[config.mk]
export PLATFORM = sky130hd
export DESIGN_NAME = axi4l_wr_master
export DESIGN_NICKNAME = d
export VERILOG_FILES = /design/src/rtl/axi4l_pkg.sv /design/src/rtl/axi4l_wdog.sv /design/src/rtl/axi4l_wr_master.sv
export SDC_FILE = /design/constraint.sdc
export NUM_CORES = 1
export LEC_CHECK = 0
export CORE_MARGIN = 1
export CORE_UTILIZATION = 42
export CTS_BUF_LIST = sky130_fd_sc_hd__clkbuf_4
export DETAILED_ROUTE_END_ITERATION = 10
export GPL_TIMING_DRIVEN = 0
export PLACE_DENSITY = 0.85
export SYNTH_ARGS = -nofsm -noshare
export SYNTH_HDL_FRONTEND = slang
export SYNTH_SLANG_ARGS = --single-unit
[constraint.sdc]
create_clock -name clk -period 2.8 [get_ports clk]
set_input_delay 0.56 -clock clk [delete_from_list [all_inputs] [get_ports clk]]
set_output_delay 0.56 -clock clk [all_outputs]
set_load 0.02 [all_outputs]
[src/rtl/axi4l_pkg.sv]
// Shared types and constants for the AXI4-Lite write master.
// Used by axi4l_wr_master and, when AXI4L_WR_TIMEOUT_EN is defined, axi4l_wdog.
package axi4l_pkg;

  typedef enum logic [1:0] {
    OKAY   = 2'b00,
    EXOKAY = 2'b01,
    SLVERR = 2'b10,
    DECERR = 2'b11
  } resp_t;

  typedef enum logic [1:0] {
    IDLE,
    ADDR_DATA,
    WAIT_B
  } wr_state_t;

  localparam logic [2:0] AXI_PROT_DEFAULT = 3'b000;

  // SLVERR and DECERR both have the upper response bit set.
  function automatic logic isErrResp(input logic [1:0] r);
    return r[1];
  endfunction

endpackage

[src/rtl/axi4l_wdog.sv]
// Transaction watchdog for the AXI4-Lite write master.
// Built only when AXI4L_WR_TIMEOUT_EN is defined.
// count_q holds the number of cycles since the command was accepted.
// timeout_o rises in the cycle where that count reaches TIMEOUT_CYC.
// timeout_o is sticky until the next command start.
module axi4l_wdog #(
  parameter int TIMEOUT_CYC = 1024
) (
  input  logic clk,
  input  logic rst,
  input  logic start_i,
  input  logic run_i,
  output logic timeout_o
);

  localparam int CntW = $clog2(TIMEOUT_CYC + 1);
  localparam logic [CntW-1:0] Limit = CntW'(TIMEOUT_CYC);

  logic [CntW-1:0] count_q, count_d;
  logic            timeout_q, timeout_d;

  // Next-state for the saturating cycle counter and the sticky flag.
  // The count restarts at 1 on a command start and clears while idle.
  always_comb begin
    count_d   = '0;
    timeout_d = timeout_q;
    if (start_i) begin
      count_d   = CntW'(1);
      timeout_d = 1'b0;
    end else if (run_i) begin
      count_d = (count_q == Limit) ? count_q : count_q + 1'b1;
    end
    if ((start_i || run_i) && (count_d == Limit)) begin
      timeout_d = 1'b1;
    end
  end

  // Counter and flag registers.
  always_ff @(posedge clk or posedge rst) begin
    if (rst) begin
      count_q   <= '0;
      timeout_q <= 1'b0;
    end else begin
      count_q   <= count_d;
      timeout_q <= timeout_d;
    end
  end

  assign timeout_o = timeout_q;

endmodule

[src/rtl/axi4l_wr_master.sv]
// AXI4-Lite write-only master with one transaction outstanding.
// It takes a command and issues AW and W with independent handshakes.
// It then collects B and pulses done, or done with err, on completion.
// Optional watchdog: define AXI4L_WR_TIMEOUT_EN to build axi4l_wdog.
// Without that macro, timeout is tied to 0.
module axi4l_wr_master
  import axi4l_pkg::*;
#(
  parameter int ADDR_W      = 32,
  parameter int DATA_W      = 32,
  parameter int TIMEOUT_CYC = 1024,
  localparam int STRB_W     = DATA_W / 8
) (
  input  logic              clk,
  input  logic              rst,
  input  logic              cmd_valid,
  output logic              cmd_ready,
  input  logic [ADDR_W-1:0] cmd_addr,
  input  logic [DATA_W-1:0] cmd_data,
  input  logic [STRB_W-1:0] cmd_strb,
  output logic              done,
  output logic [1:0]        resp,
  output logic              err,
  output logic [ADDR_W-1:0] AWADDR,
  output logic [2:0]        AWPROT,
  output logic              AWVALID,
  input  logic              AWREADY,
  output logic [DATA_W-1:0] WDATA,
  output logic [STRB_W-1:0] WSTRB,
  output logic              WVALID,
  input  logic              WREADY,
  input  logic [1:0]        BRESP,
  input  logic              BVALID,
  output logic              BREADY,
  output logic              timeout
);

  wr_state_t         state_q;
  logic [ADDR_W-1:0] awAddr_q;
  logic [DATA_W-1:0] wData_q;
  logic [STRB_W-1:0] wStrb_q;
  logic              awValid_q, wValid_q, bReady_q;
  logic              awDone_q, wDone_q;
  logic              done_q, err_q;
  resp_t             resp_q;

  logic              accept;
  logic              awDoneNow, wDoneNow;

  // The done cycle is kept out of acceptance, so the next command lands one cycle after done.
  assign cmd_ready = (state_q == IDLE) && !done_q && !rst;
  assign accept    = cmd_valid && cmd_ready;

  // A channel counts as finished if it already completed or is handshaking this cycle.
  assign awDoneNow = awDone_q || (awValid_q && AWREADY);
  assign wDoneNow  = wDone_q  || (wValid_q  && WREADY);

  // Transaction FSM; every AXI-facing output comes straight from a register here.
  always_ff @(posedge clk or posedge rst) begin
    if (rst) begin
      state_q   <= IDLE;
      awAddr_q  <= '0;
      wData_q   <= '0;
      wStrb_q   <= '0;
      awValid_q <= 1'b0;
      wValid_q  <= 1'b0;
      bReady_q  <= 1'b0;
      awDone_q  <= 1'b0;
      wDone_q   <= 1'b0;
      done_q    <= 1'b0;
      err_q     <= 1'b0;
      resp_q    <= OKAY;
    end else begin
      done_q <= 1'b0;
      err_q  <= 1'b0;
      case (state_q)
        IDLE: begin
          if (accept) begin
            awAddr_q  <= cmd_addr;
            wData_q   <= cmd_data;
            wStrb_q   <= cmd_strb;
            awValid_q <= 1'b1;
            wValid_q  <= 1'b1;
            awDone_q  <= 1'b0;
            wDone_q   <= 1'b0;
            state_q   <= ADDR_DATA;
          end
        end
        ADDR_DATA: begin
          if (awValid_q && AWREADY) awValid_q <= 1'b0;
          if (wValid_q && WREADY)   wValid_q  <= 1'b0;
          if (awDoneNow && wDoneNow) begin
            awDone_q <= 1'b0;
            wDone_q  <= 1'b0;
            bReady_q <= 1'b1;
            state_q  <= WAIT_B;
          end else begin
            awDone_q <= awDoneNow;
            wDone_q  <= wDoneNow;
          end
        end
        WAIT_B: begin
          if (BVALID && bReady_q) begin
            bReady_q <= 1'b0;
            resp_q   <= resp_t'(BRESP);
            done_q   <= 1'b1;
            err_q    <= isErrResp(BRESP);
            state_q  <= IDLE;
          end
        end
        default: state_q <= IDLE;
      endcase
    end
  end

  assign AWADDR  = awAddr_q;
  assign AWPROT  = AXI_PROT_DEFAULT;
  assign AWVALID = awValid_q;
  assign WDATA   = wData_q;
  assign WSTRB   = wStrb_q;
  assign WVALID  = wValid_q;
  assign BREADY  = bReady_q;
  assign done    = done_q;
  assign err     = err_q;
  assign resp    = resp_q;

`ifdef AXI4L_WR_TIMEOUT_EN
  axi4l_wdog #(
    .TIMEOUT_CYC(TIMEOUT_CYC)
  ) u_wdog (
    .clk      (clk),
    .rst      (rst),
    .start_i  (accept),
    .run_i    (state_q != IDLE),
    .timeout_o(timeout)
  );
`else
  assign timeout = 1'b0;
`endif

endmodule

# Word level (Yosys, flattened, before mapping)
# Cells that the tools add are included.
# op_classes
eq_ne	7
muxes	21
n_reduce_logical	21
# op_table
operator	n
$mux W1	12
$reduce_and A3 Y1	4
$ne A2 B2 Y1 const B	5
$pmux W1 S2	5
$logic_and A1 B1 Y1	7
$mux W2	3
$pmux W2 S3	1
$reduce_and A2 Y1	3
$reduce_bool A2 Y1	2
$eq A2 B1 Y1 const B	1
$eq A2 B2 Y1 const B	1
$logic_not A1 Y1	2
$logic_not A2 Y1	1
$logic_or A1 B1 Y1	2
# word_totals
ff_bits	79
input_bits	76
output_inout_bits	80
word_cells	61

# Depth between registers and ports, before layout
# depth
ltp_word	6
depth_mapped	4
ltp_nobuf	3

# Least setup slack after synthesis
# No wires, ideal clock.
# synth_timing
path_kind	input port to flip-flop
from	input port rst
to	register awAddr_q[0] (netlist: AWADDR[0])
setup_ns	0.125
arrival_ns	1.566
required_ns	2.675
setup_slack_ns	1.109
path_stages	4
n_path_buf	1
cell_sequence	nor4_4 -> nand2_4 -> buf_6 -> mux2_4
# synth_between
elab_chain_len	4
# synth_lines
element	line_no	rtl
from (decl)	axi4l_wr_master.sv:15	input logic rst,
$logic_not A1 Y1 (no line)	n/a	
$logic_and A1 B1 Y1	axi4l_wr_master.sv:51	assign cmd_ready = (state_q == IDLE) && !done_q && !rst;
$logic_and A1 B1 Y1	axi4l_wr_master.sv:52	assign accept = cmd_valid && cmd_ready;
$reduce_and A2 Y1 (no line)	n/a	
to (signal assigned)	axi4l_wr_master.sv:79	awAddr_q <= cmd_addr;
to (decl)	axi4l_wr_master.sv:39	logic [ADDR_W-1:0] awAddr_q;
# No other way between the ends.
# A chain may end at the register's enable or synchronous reset.

# Worst setup path after layout
# layout_timing
from	input port rst
to	output port cmd_ready
# layout_between
elab_chain_len	2
# layout_lines
element	line_no	rtl
$logic_not A1 Y1 (no line)	n/a	
$logic_and A1 B1 Y1	axi4l_wr_master.sv:51	
to (decl)	axi4l_wr_master.sv:17	output logic cmd_ready,
# No other way between the ends.

==> results_tabular.tex <==
\begin{tabular}{lr}
\hline
Metric & Value \\
\hline
\multicolumn{2}{l}{\textbf{Drt}} \\
Average routed wire per standard cell & 15.2 um \\
Wirelength, routed & around 7000 um \\
Via/cell ratio & 4.59 \\
DRC violations left & 0 \\
Number of nets with antenna violations after detailed routing & 0 \\
Vias post-DR & 2097 \\
Iteration count of the initial detailed-routing pass & 3 \\
First-iteration detailed-routing DRC count & 39 \\
\multicolumn{2}{l}{\textbf{Floorplan}} \\
Horiz. Die Dim & 90.5 um \\
Starting utilization of the core area & 0.444 \\
Floorplan die area & 8190 um\^{}2 \\
Number of standard-cell rows in the floorplan & 31 \\
Count of pins on the block boundary & between 150 and 200 \\
Core Footprint & 7410 um\^{}2 \\
Die Ht & 90.5 um \\
\multicolumn{2}{l}{\textbf{Logic synthesis}} \\
Cell count after synthesis & 189 \\
Fraction of the mapped netlist area in compound gates & 0.0202 \\
Mux cell area share after synthesis & 0.310 \\
Cell type contributing the most total cell area after synthesis & dfrtp\_1 \\
Area contributors post-synth & dfrtp\_1 (60\%), mux2\_4 (30\%), buf\_6 (2.4\%) \\
Average cell area after synthesis & 17.4 um\^{}2 \\
List of most frequent post-synthesis cells & dfrtp\_1 (79), mux2\_4 (65), buf\_6 (7) \\
Yosys synthesis warning count & 0 \\
Count of unique library cells instantiated by Yosys & 20 \\
Parity-gate share of the synthesized area counting xor and xnor cells & 0 \\
Dominant combinational cell family by area after synthesis & multiplexers \\
Basic-gate share of the synthesized area counting and, or, nand and nor cells & 0.0262 \\
Fraction of synthesis flops using an asynchronous set or reset pin & 1.00 \\
Synth Area in Adders & 0 \\
Proportion of netlist area held by the largest area contributor & 0.601 \\
\#FFs+latches synth & 79 \\
Leading cell type by number of instances after synthesis & dfrtp\_1 \\
Dominant register cell in the synthesized netlist & dfrtp\_1 \\
Number of enable-type register cells in the synthesized netlist & 0 \\
Area of the mapped netlist & 3290 um\^{}2 \\
Portion of the post-synthesis area used by sequential elements & 0.601 \\
\multicolumn{2}{l}{\textbf{Run status}} \\
Outcome & completed \\
\multicolumn{2}{l}{\textbf{GRT}} \\
Met2 usage & 0.307 \\
Met3 Resource Use GR & 0.0463 \\
GRT busiest layer & met2 \\
Largest net degree at the start of global routing & 43 \\
Initial antenna violation count & 0 \\
Via count of the first global-routing pass & 2303 \\
Aggregate global-route resource usage & 0.186 \\
Global-route wire length before repair & $\sim$12000 um \\
Global route total overflow & 0 \\
Global-route track usage on met1 & 0.237 \\
\multicolumn{2}{l}{\textbf{Timing}} \\
Setup repair after global routing missed its margin & no \\
Setup Skew & $\sim$0.014 ns \\
Minimum clock period after layout & 2.56 ns \\
Minimum hold slack & 0.496 ns \\
Highest achievable clock rate & 390 MHz \\
Final-report setup violation count & 0 \\
Final Hold Violating Endpoints & 0 \\
Count of final max-slew check failures & 0 \\
Final worst slack & 0.236 ns \\
Fraction of the cycle the final worst path needs & 0.916 \\
\multicolumn{2}{l}{\textbf{CTS}} \\
Clock Sink Count & 79 \\
Total number of H-tree levels & 3 \\
Hold bufs inserted after CTS & 0 \\
Number of setup buffers added after CTS & 0 \\
Cell chosen for the clock root & clkbuf\_4 \\
Post-cts resize count & 0 \\
Clock insertion delay at the later pin of the skew report & 0.40 ns \\
TritonCTS clock tree & yes \\
Longest Clk Path Bufs & 2 \\
TritonCTS Buffers & 9 \\
Post-CTS clock slew at the launch and capture registers of the worst setup and hold paths & 0.12 ns \\
\multicolumn{2}{l}{\textbf{Critical path}} \\
Cell-by-cell listing of the critical path & clkdlybuf4s50\_1 > nor4\_4 > clkdlybuf4s50\_1 \\
Critical R2R Capture & WDATA[29] \\
Critical path fanouts, max & 2 \\
Crit path arrival time & 2.00 ns \\
Register-to-register setup slack & 1.16 ns \\
Startpoint kind of the worst setup timing path & primary input \\
Critical path's most frequent cell & clkdlybuf4s50\_1 \\
FF-to-FF Start & state\_q[1] \\
Worst Reg2Reg Path Length in Cells & 4 \\
Delay of the slowest cell on the worst path & 0.69 ns \\
Crit-path slowest cell & clkdlybuf4s50\_1 \\
Required time at the endpoint of the critical path & 2.24 ns \\
Kind of critical path & primary input to output pin \\
Kind of end point of the critical path & output pin \\
\multicolumn{2}{l}{\textbf{Run}} \\
Total of max-cap violations & 0 \\
\multicolumn{2}{l}{\textbf{Finish}} \\
Filler Cell Count & $\sim$530 \\
Total number of nets in the final design & 431 \\
Number of antenna cells inserted & 0 \\
Signed area change from the synthesized netlist to the final layout & 55.8\% \\
Layout cell share with drive strength beyond 1 & 0.279 \\
Area occupied by multi-input gates & 1190 um\^{}2 \\
Sequential cell area in the final layout & between 1500 and 2000 um\^{}2 \\
Final cell area excluding filler cells & 5120 um\^{}2 \\
Final std cells w/o fill & between 400 and 500 \\
\multicolumn{2}{l}{\textbf{Power}} \\
Clk network pwr share & 0.135 \\
Internal power of the cells & 0.00395 W \\
Peak supply drop & approximately 0.62 mV \\
Switching share of power & 0.333 \\
Sequential fraction of design power & 0.342 \\
Reported leakage power & 2.44 nW \\
Switching Power & 0.00197 W \\
Power per unit of standard cell area & 1160 nW/um\^{}2 \\
Combinational share of power & 0.523 \\
\multicolumn{2}{l}{\textbf{Placement}} \\
Worst-case setup slack after placement & 0.238 ns \\
Count of placed standard cells including taps & 443 \\
DPL Wire Length & 5230 um \\
Buffers on Ports & around 150 \\
Final GP Congestion & 0.773 \\
Placement Cell Area & 4960 um\^{}2 \\
\multicolumn{2}{l}{\textbf{Hold path}} \\
Worst hold path cell count & 1 \\
Min-Delay Endpoint & resp[1] \\
Start point of the worst hold path & resp[1] \\
Hold WC Path Type & flop to flop \\
\hline
\end{tabular}
## flip-flops by register name (all words and copies together), names as in the netlist
register,flops
AWADDR,32
AWVALID,1
BREADY,1
WDATA,32
WSTRB,4
WVALID,1
awDone_q,1
done,1
err,1
resp,2
state_q,2
wDone_q,1
## placed cells by master (no fill, tap or decap), drive strengths merged
master / Yosys / final
nand4b: 1 / 1
nor4: 1 / 1
a31o: 3 / 3
a21o: 2 / 2
clkdlybuf4s50: 0 / 151
a21oi: 2 / 2
nor3b: 2 / 2
nor3: 1 / 1
nor2: 2 / 2
nand2b: 1 / 1
dfrtp: 79 / 79
bufinv: 0 / 3
inv: 6 / 6
clkbuf: 1 / 10
o21ai: 3 / 3
mux2: 69 / 69
conb: 1 / 4
buf: 11 / 12
clkinv: 0 / 2
nand2: 4 / 4
## worst max-delay path by stage
stage / startpoint / end / slack (ns) / cells after the start
after floorplan: rst / AWADDR[0] / 0.22 / 1
after global placement: rst / WDATA[5] / -1.04 / 2
after detailed placement: rst / cmd_ready / 0.24 / 3
after CTS: rst / cmd_ready / 0.23 / 3
after global routing: rst / cmd_ready / 0.17 / 3
final: rst / cmd_ready / 0.24 / 3
## worst max-delay path, delay by kind of cell
family | cells | cell delay [ns]
AND/OR/NAND/NOR | 1 | 0.26
buffers and inverters | 2 | 1.18
## through the flow
| stage | setup TNS [ns] | util | total power [W] |
|---|---|---|---|
| global route | 0 | 0.692 | 0.00624 |
| detailed placement | 0 | 0.669 | 0.00516 |
| finish | 0 | 0.692 | 0.00592 |
| floorplan | 0 | - | 0.00376 |
| CTS | 0 | 0.692 | 0.00599 |
| global placement | -82.05 | 0.666 | 0.00508 |
## power by group through the flow
stage | registers, W | logic [W] | clock network, W
2_1_floorplan | 0.00268 | 0.00108 | 0
6_report | 0.00203 | 0.00310 | 0.000800
3_3_place_gp | 0.00201 | 0.00307 | 0
4_1_cts | 0.00203 | 0.00313 | 0.000827
3_5_place_dp | 0.00204 | 0.00312 | 0
5_1_grt | 0.00211 | 0.00326 | 0.000872
## layer usage
layer  vias to the layer above  wire length, um
met5                         -                0
met4                         0               79
met3                        10              439
met2                        93             3510
met1                      1020             2940
li1                        974                -
## area by class of cell
cell class / count / share of cell area
Sequential cell: 79 / 0.386
Buffer: 12 / 0.0220
Clock buffer: 9 / 0.0132
Clock inverter: 5 / 0.0193
Inverter: 6 / 0.00488
Tap cell: 99 / 0.0242
Timing Repair Buffer: 152 / 0.299
Multi-Input combinational cell: 95 / 0.232
## logic make-up after synthesis
| group | count (synthesis) |
|---|---|
| other | 1 |
| AND/OR/NAND/NOR | 12 |
| buffers and inverters | 18 |
| multiplexers | 69 |
| AO/OA/AOI/OAI | 10 |
| flip-flops | 79 |
(Power assumes the default switching activity.)
